<file path="config.mk">
export PLATFORM = sky130hd
export DESIGN_NAME = control_bus_encoder
export DESIGN_NICKNAME = d
export VERILOG_FILES = /design/src/rtl/ctrl_pkg.sv /design/src/rtl/control_bus_encoder_debounce.sv /design/src/rtl/control_bus_encoder.sv
export SDC_FILE = /design/constraint.sdc
export NUM_CORES = 1
export LEC_CHECK = 0
export ABC_AREA = 1
export BUFFER_PORTS_ARGS = -buffer_cell sky130_fd_sc_hd__buf_2
export CORE_ASPECT_RATIO = 1.2
export CORE_MARGIN = 2
export CORE_UTILIZATION = 55
export CTS_CLUSTER_SIZE = 12
export DETAILED_ROUTE_END_ITERATION = 12
export MAX_ROUTING_LAYER = met4
export PLACE_DENSITY = 0.8
export SLEW_MARGIN = 30
export SYNTH_ARGS = -nofsm -noshare
export SYNTH_HDL_FRONTEND = slang
export SYNTH_SLANG_ARGS = --single-unit
</file>
<file path="constraint.sdc">
create_clock -name clock -period 2.13 [get_ports clock]
set_input_delay 0.426 -clock clock [delete_from_list [all_inputs] [get_ports clock]]
set_output_delay 0.426 -clock clock [all_outputs]
set_load 0.01 [all_outputs]
</file>
<file path="src/rtl/ctrl_pkg.sv">
// Shared control-bus layout for the input conditioner and the mode FSM.
package ctrl_pkg;

  localparam int CTRL_W         = 15;
  localparam int CTRL_VALUE_LSB = 0;
  localparam int CTRL_RSVD      = 8;
  localparam int CTRL_M_SEL     = 9;
  localparam int CTRL_T_SEL     = 10;
  localparam int CTRL_F_SEL     = 11;
  localparam int CTRL_ENTER     = 12;
  localparam int CTRL_MODE_LSB  = 13;

  // Keep only the highest-priority rising select (F > T > M); input/output are {f, t, m}.
  function automatic logic [2:0] sel_priority(input logic [2:0] rise_fm);
    logic [2:0] grant;
    grant = 3'b000;
    if (rise_fm[2]) begin
      grant = 3'b100;
    end else if (rise_fm[1]) begin
      grant = 3'b010;
    end else if (rise_fm[0]) begin
      grant = 3'b001;
    end else begin
      grant = 3'b000;
    end
    return grant;
  endfunction

endpackage

</file>
<file path="src/rtl/control_bus_encoder_debounce.sv">
// One-bit two-flop synchronizer followed by a stability-counting debouncer.
module debounce #(
  parameter int DEBOUNCE_CYCLES = 270000
) (
  input  logic clock,
  input  logic reset,
  input  logic din,
  output logic clean
);

  localparam int CNT_W = $clog2(DEBOUNCE_CYCLES);
  localparam logic [CNT_W-1:0] CNT_LAST = CNT_W'(DEBOUNCE_CYCLES - 1);

  logic             sync1_r;
  logic             sync2_r;
  logic             clean_r;
  logic [CNT_W-1:0] cnt_r;
  logic [CNT_W-1:0] cnt_next_s;
  logic             clean_next_s;

  // Count how long the synchronized input has disagreed with the clean value.
  always_comb begin
    cnt_next_s   = {CNT_W{1'b0}};
    clean_next_s = clean_r;
    if (sync2_r != clean_r) begin
      if (cnt_r == CNT_LAST) begin
        clean_next_s = sync2_r;
        cnt_next_s   = {CNT_W{1'b0}};
      end else begin
        cnt_next_s   = cnt_r + CNT_W'(1);
      end
    end else begin
      cnt_next_s = {CNT_W{1'b0}};
    end
  end

  // Synchronizer, counter and clean-value registers.
  always_ff @(posedge clock or negedge reset) begin
    if (!reset) begin
      sync1_r <= 1'b0;
      sync2_r <= 1'b0;
      cnt_r   <= {CNT_W{1'b0}};
      clean_r <= 1'b0;
    end else begin
      sync1_r <= din;
      sync2_r <= sync1_r;
      cnt_r   <= cnt_next_s;
      clean_r <= clean_next_s;
    end
  end

  assign clean = clean_r;

endmodule

</file>
<file path="src/rtl/control_bus_encoder.sv">
// Conditions labkit buttons/switches into the 15-bit control bus for the mode FSM.
module control_bus_encoder
  import ctrl_pkg::*;
#(
  parameter int DEBOUNCE_CYCLES = 270000
) (
  input  logic              clock,
  input  logic              reset,
  input  logic              btn_f,
  input  logic              btn_t,
  input  logic              btn_m,
  input  logic              btn_enter,
  input  logic [7:0]        sw_value,
  input  logic [1:0]        sw_mode,
  output logic [CTRL_W-1:0] controls
);

  // Raw bundle layout: [7:0] value, [9:8] mode, [10] M, [11] T, [12] F, [13] ENTER.
  logic [13:0]       raw_s;
  logic [13:0]       clean_s;
  logic [3:0]        btn_prev_r;
  logic [3:0]        rise_s;
  logic [2:0]        sel_s;
  logic              sel_any_s;
  logic              enter_req_s;
  logic              enter_fire_s;
  logic              enter_pend_r;
  logic              enter_pend_next_s;
  logic              value_chg_s;
  logic [1:0]        value_age_r;
  logic [1:0]        value_age_next_s;
  logic [CTRL_W-1:0] ctrl_r;
  logic [CTRL_W-1:0] ctrl_next_s;

  assign raw_s = {btn_enter, btn_f, btn_t, btn_m, sw_mode, sw_value};

  for (genvar g = 0; g < 14; g++) begin : g_deb
    debounce #(.DEBOUNCE_CYCLES(DEBOUNCE_CYCLES)) u_deb (
      .clock (clock),
      .reset (reset),
      .din   (raw_s[g]),
      .clean (clean_s[g])
    );
  end

  // Edge detection, select priority, ENTER sequencing and next bus value.
  always_comb begin
    rise_s      = clean_s[13:10] & ~btn_prev_r;
    sel_s       = sel_priority(rise_s[2:0]);
    sel_any_s   = |sel_s;
    value_chg_s = (clean_s[7:0] != ctrl_r[CTRL_VALUE_LSB +: 8]);

    value_age_next_s = 2'd0;
    if (value_chg_s) begin
      value_age_next_s = 2'd0;
    end else if (value_age_r == 2'd3) begin
      value_age_next_s = 2'd3;
    end else begin
      value_age_next_s = value_age_r + 2'd1;
    end

    // The ENTER pulse and the age it is gated by become visible on the same edge,
    // so the gate looks at the age the bus will carry alongside the pulse.
    enter_req_s  = enter_pend_r | rise_s[3];
    enter_fire_s = enter_req_s & ~sel_any_s & (value_age_next_s >= 2'd2);
    enter_pend_next_s = enter_req_s & ~enter_fire_s;

    ctrl_next_s                        = {CTRL_W{1'b0}};
    ctrl_next_s[CTRL_VALUE_LSB +: 8]   = clean_s[7:0];
    ctrl_next_s[CTRL_RSVD]             = 1'b0;
    ctrl_next_s[CTRL_M_SEL]            = sel_s[0];
    ctrl_next_s[CTRL_T_SEL]            = sel_s[1];
    ctrl_next_s[CTRL_F_SEL]            = sel_s[2];
    ctrl_next_s[CTRL_ENTER]            = enter_fire_s;
    ctrl_next_s[CTRL_MODE_LSB +: 2]    = clean_s[9:8];
  end

  // Edge history, ENTER state, value age and the output bus register.
  always_ff @(posedge clock or negedge reset) begin
    if (!reset) begin
      btn_prev_r   <= 4'b0000;
      enter_pend_r <= 1'b0;
      value_age_r  <= 2'd0;
      ctrl_r       <= {CTRL_W{1'b0}};
    end else begin
      btn_prev_r   <= clean_s[13:10];
      enter_pend_r <= enter_pend_next_s;
      value_age_r  <= value_age_next_s;
      ctrl_r       <= ctrl_next_s;
    end
  end

  assign controls = ctrl_r;

endmodule

</file>
# [Yosys cells after proc, flatten, opt, wreduce, memory -nomap -nowiden]
# Index checks and enable logic that the tools add are counted.
[word_totals] input_bits=16 regBits=329 word_cells=162 output_inout_bits=15
[op_classes] muxes=33 order_cmp=1 eq_ne=30 n_addsub=15 reduce_logical=15 n_bitwise=8
[op_table] cell="2-to-1 mux 19 bit" n=28
[op_table] cell="adder 19 x 1 -> 19 bit (second input constant)" n=14
[op_table] cell="equality test 19 bit (second input constant)" n=14
[op_table] cell="AND reduction 2 bit" n=14
[op_table] cell="!= test 1 bit" n=14
[op_table] cell="!= test 8 bit" n=1
[op_table] cell="2-to-1 mux 2 bit" n=3
[op_table] cell="bitwise AND 4 bit" n=1
[op_table] cell="inverter 4 bit" n=1
[op_table] cell="bitwise AND 1 bit" n=3
[op_table] cell="2-to-1 mux 3 bit" n=1
[op_table] cell="OR reduction 3 bit" n=1
[op_table] cell="adder 2 x 1 -> 2 bit (second input constant)" n=1
[op_table] cell="equality test 2 bit (second input constant)" n=1
[op_table] cell="greater-or-equal comparator 2 bit (second input constant)" n=1
[op_table] cell="inverter 1 bit" n=2
[op_table] cell="2-to-1 mux 1 bit" n=1
[op_table] cell="OR 1 bit" n=1

# [Depth between registers and ports, before layout]
[logic_depth] depth_word=11 ltp_mapped=9 mapped_depth_nobuf=9

# [By module]
# A second synthesis with hierarchy kept.
[hier_totals] cells_unflattened=2188 area_unflattened_um2=17559.3
[by_module_without_submodules] mod="debounce at g_deb[0].u_deb ..." n_inst=13 area_per_inst_um2=1196.1 cells_per_inst=150 seq_area_each_um2=550.5
[by_module_without_submodules] mod="debounce at g_deb[2].u_deb" n_inst=1 area_per_inst_um2=1197.4 cells_per_inst=145 seq_area_each_um2=550.5
[by_module_without_submodules] mod="control_bus_encoder" n_inst=1 area_per_inst_um2=812.0 cells_per_inst=93 seq_area_each_um2=525.5

# [Worst setup path before layout]
# No wires, ideal clock.
[synth_timing] path_kind="register -> register" start="register g_deb[6].u_deb.cnt_r[0]" end="register g_deb[6].u_deb.cnt_r[9]" setup_time_ns=0.119 arrival_ns=1.224 path_slack_ns=0.787 t_required_ns=2.011 stages_incl_launch_ff=8 synth_period_minus_slack_ns=1.343 n_path_buf=1 cell_sequence="dfrtp_1 > ha_1 > nand3_2 > nor3_2 > nand2_2 > nand2_1 > buf_6 > nor2_1"
[synth_between] elab_chain_cells=3 elab_cells_between_ends=4 classes_between="1 x add/sub; 1 x eq/ne; 2 x mux"
[synth_lines] item="start: declaration" line="control_bus_encoder_debounce.sv:17" text="logic [CNT_W-1:0] cnt_r;"
[synth_lines] item="start signal: assignment" line="control_bus_encoder_debounce.sv:42" text="cnt_r <= {CNT_W{1'b0}};"
[synth_lines] item="start signal: assignment" line="control_bus_encoder_debounce.sv:47" text="cnt_r <= cnt_next_s;"
[synth_lines] item="adder 19 x 1 -> 19 bit or equality test 19 bit (tied branches)" line="control_bus_encoder_debounce.sv:30, control_bus_encoder_debounce.sv:26"
[synth_lines] item="2-to-1 mux 19 bit (*)" line="control_bus_encoder_debounce.sv:26" text="if (cnt_r == CNT_LAST) begin"
[synth_lines] item="2-to-1 mux 19 bit (*)" line="control_bus_encoder_debounce.sv:25" text="if (sync2_r != clean_r) begin"
[synth_lines] item="net g_deb[6].u_deb.cnt_next_s[9]" line="control_bus_encoder_debounce.sv:18" text="logic [CNT_W-1:0] cnt_next_s;"
# Mark *: on every way through the listed nets, which the timed path passes. The rest lies on a longest branch.
# A chain may end at the register's enable or synchronous reset.

# [Worst setup path after layout]
[layout_timing] start="register g_deb[8].u_deb.cnt_r[10]" end="register g_deb[8].u_deb.cnt_r[11]"
[layout_between] elab_chain_cells=3 elab_cells_between_ends=4 classes_between="1 x add/sub; 1 x eq/ne; 2 x mux"
[layout_lines] item="start: declaration" line="control_bus_encoder_debounce.sv:17"
[layout_lines] item="start signal: assignment" line="control_bus_encoder_debounce.sv:42"
[layout_lines] item="start signal: assignment" line="control_bus_encoder_debounce.sv:47"
[layout_lines] item="adder 19 x 1 -> 19 bit or equality test 19 bit (tied branches)" line="control_bus_encoder_debounce.sv:30, control_bus_encoder_debounce.sv:26"
[layout_lines] item="2-to-1 mux 19 bit (*)" line="control_bus_encoder_debounce.sv:26"
[layout_lines] item="2-to-1 mux 19 bit (*)" line="control_bus_encoder_debounce.sv:25"
[layout_lines] item="net g_deb[8].u_deb.cnt_next_s[11]" line="control_bus_encoder_debounce.sv:18"
# Marks and branches as above.

==> metrics.csv <==
metric,value,unit
cts_tree,built,
p_sw,2.64,mW
hold_viol,0,
dp_slack,532,ps
ctsLongestPathBuffers,3,
drc_errors,0,
overflow,0,
rsz0062_at_grt,false,
fp.dieH,192,µm
critPathKind,reg2reg,
worstPathArrival,1970,ps
required,2500,ps
p_comb_share,3.3,%
grt_pass1_wl,54800,µm
die_w,161,µm
port_buffers,29,
setup.worst_path.start_class,flip-flop,
swShare,21.2,%
synth_compound_area_share,1.67,%
place_hpwl,21800,µm
synth.top_cell.area_share,50.9,%
ios,31,
timing.fmax,625,MHz
placedCellCount,2349,
rows,68,
layout_setup_ws,531,ps
cts_setup_buffers,0,
internal_power,9.83,mW
cpMaxStageDelayCell,dfrtp_1,
clk_latency,510,ps
layout_common_cells,"nor2_1 (463), dfrtp_1 (329), nand2_1 (325), inv_1 (220), nand3_1 (169)",
post_dp_cell_area,16900,µm²
timing.final.crit_share,75.1,%
hold_path_class,in2reg,
nets,2037,
grt_antenna_before_repair,0,
yosysSeqAreaShare,50.9,%
syn_inst,1938,
synthTopCellsByArea,"dfrtp_1 (51%), nor2_1 (11%), nand2_1 (7.5%)",
final_area,18000,µm²
clock-root-buffer,clkbuf_16,
crit_fanout,11,
path_clk_slew,60,ps
cellLeakagePower,8.27,nW
ys_ff_latch,329,
fin_crit,1600,ps
wirelength,30500,µm
core,28800,µm²
cp-end-kind,flip-flop,
final_max_slew_viol_count,0,
dieArea,30800,µm²
grt_start_max_net_pins,54,
num_antenna_cells,0,
drtAntennaViolNets,0,
final_common_cell,nor2_1,
final-setup-viol-count,0,
dr.pass1.iters,5,
synthToLayoutAreaGrowth,11.1,%
seqPwrFrac,51.4,%
gp_congestion,0.922,
synthAdderAreaFrac,1.08,%
powerDensity,693,nW/µm²
ir_drop,0.515,mV
synth_top_area_cell,dfrtp_1,
track_usage,21.6,%
final_cells,2411,
wl_per_cell,12.7,µm
drt-initial-drc-count,657,
synthMuxAreaShare,0,%
crit_family,simple AND/OR/NAND/NOR gates,
path_cells,"nand2_1, inv_1, nand3_1, nor2_1, nand3_2, nand2_1, nor2_1",
yosys.area_share.simple,30.7,%
worst_pin_slew,511,ps
syn_nets,1968,
yosysUniqueCellTypes,24,
cts_made_buffers,35,
cp_num_buf_inv,1,
grt_pass1_vias,12600,
h-tree-depth,2,
ys_warn_count,0,
tns,0,ps
cts.sinks,329,
viasPerCell,5.12,
vias,12400,
skew,14.0,ps
slowest_delay,390,ps
drive_gt1_share,9.18,%
drv_cap,0,
start_util,56.1,%
syn-mean-instance-area,8.35,µm²
power_frac_clock,45.3,%
power,12.5,mW
synth_xor_area_share,9.74,%
nFillCells,2331,
slew_headroom,65.8,%
run_status,finished clean,
synth_top_family_by_area,simple AND/OR/NAND/NOR gates,
synthesis.area,16200,µm²
==> cell usage after synthesis <==
master	count
a21oi_1	30
buf_4	6
buf_6	5
conb_1	1
dfrtp_1	329
ha_1	14
inv_1	220
inv_2	8
nand2_1	325
nand2_2	22
nand3_1	169
nand3_2	25
nand3b_1	6
nand4_1	35
nor2_1	463
nor2_2	32
nor2_4	6
nor3_1	28
nor3_2	9
nor3_4	1
o21ai_0	19
o21ai_1	5
xnor2_1	73
xor2_1	107
==> layout make-up <==
class,instances,area [µm²],share of cell area (%)
tap,385,482,2.68
inverter,228,856,4.76
clock buffer,53,1050,5.82
timing repair buffer,43,350,1.95
sequential,329,8230,45.8
clock inverter,3,15.0,0.0835
multi-input combinational,1370,7000,38.9
==> power by group through the flow <==
stage	combinational, mW	clock [mW]	sequential [mW]
final	0.413	5.64	6.41
after global placement	0.402	0	6.52
after global routing	0.487	6.06	6.42
after CTS	0.429	5.81	6.41
after detailed placement	0.417	0	6.52
after floorplan	0.212	0	6.51
==> registers in the layout (all words and copies together), names as in the netlist <==
signal and cells:
g_deb.u_deb.cnt_r 266, controls 14, g_deb.u_deb.clean 14, g_deb.u_deb.sync1_r 14, g_deb.u_deb.sync2_r 14, btn_prev_r 4
value_age_r 2, enter_pend_r 1
==> through the flow <==
step,hold slack [ps],util [%]
2_1_floorplan,130,-
3_3_place_gp,334,58.4
3_5_place_dp,336,58.4
4_1_cts,0.00566,62.3
5_1_grt,2.16,62.3
6_report,24.2,62.3
==> per-layer routing <==
metal,share of wire (%),wire length (µm),up-vias,global-route usage [%]
li1,-,-,6181,-
met4,3.0,903,0,8.28
met3,3.1,953,78,3.09
met1,43,13300,5885,25.2
met5,0,0,-,-
met2,50,15400,212,38.1
==> cells by family (layout without fill, tap and decap cells) <==
kind of cell             count (synthesis)  count (layout)
other                                    1               1
XOR/XNOR                               180             180
AND/OR/NAND/NOR                       1121            1121
adder cells (fa/ha/maj)                 14              14
AO/OA/AOI/OAI                           54              54
flip-flops                             329             329
buffers and inverters                  239             327
==> worst paths after layout <==
path                                                     from                                  end  slack (ps)  cells past startpoint
min in group asynchronous                               reset   g_deb[7].u_deb.cnt_r[11]$_DFF_PN0_         410                      2
hold reg to reg              g_deb[4].u_deb.sync1_r$_DFF_PN0_     g_deb[4].u_deb.sync2_r$_DFF_PN0_         350                      0
max in group asynchronous                               reset  g_deb[12].u_deb.cnt_r[13]$_DFF_PN0_        1070                      3
setup / recovery           g_deb[8].u_deb.cnt_r[10]$_DFF_PN0_   g_deb[8].u_deb.cnt_r[11]$_DFF_PN0_         530                      7
setup reg to reg           g_deb[8].u_deb.cnt_r[10]$_DFF_PN0_   g_deb[8].u_deb.cnt_r[11]$_DFF_PN0_         530                      7
hold / removal                                    sw_value[5]     g_deb[5].u_deb.sync1_r$_DFF_PN0_          20                      1
==> timing repair <==
action,4_1_cts,5_1_grt
setup endpoints to repair,0,0
gates resized for setup,0,0
hold endpoints to repair,46,0
hold buffers,6,0
(Power assumes the default switching activity.)
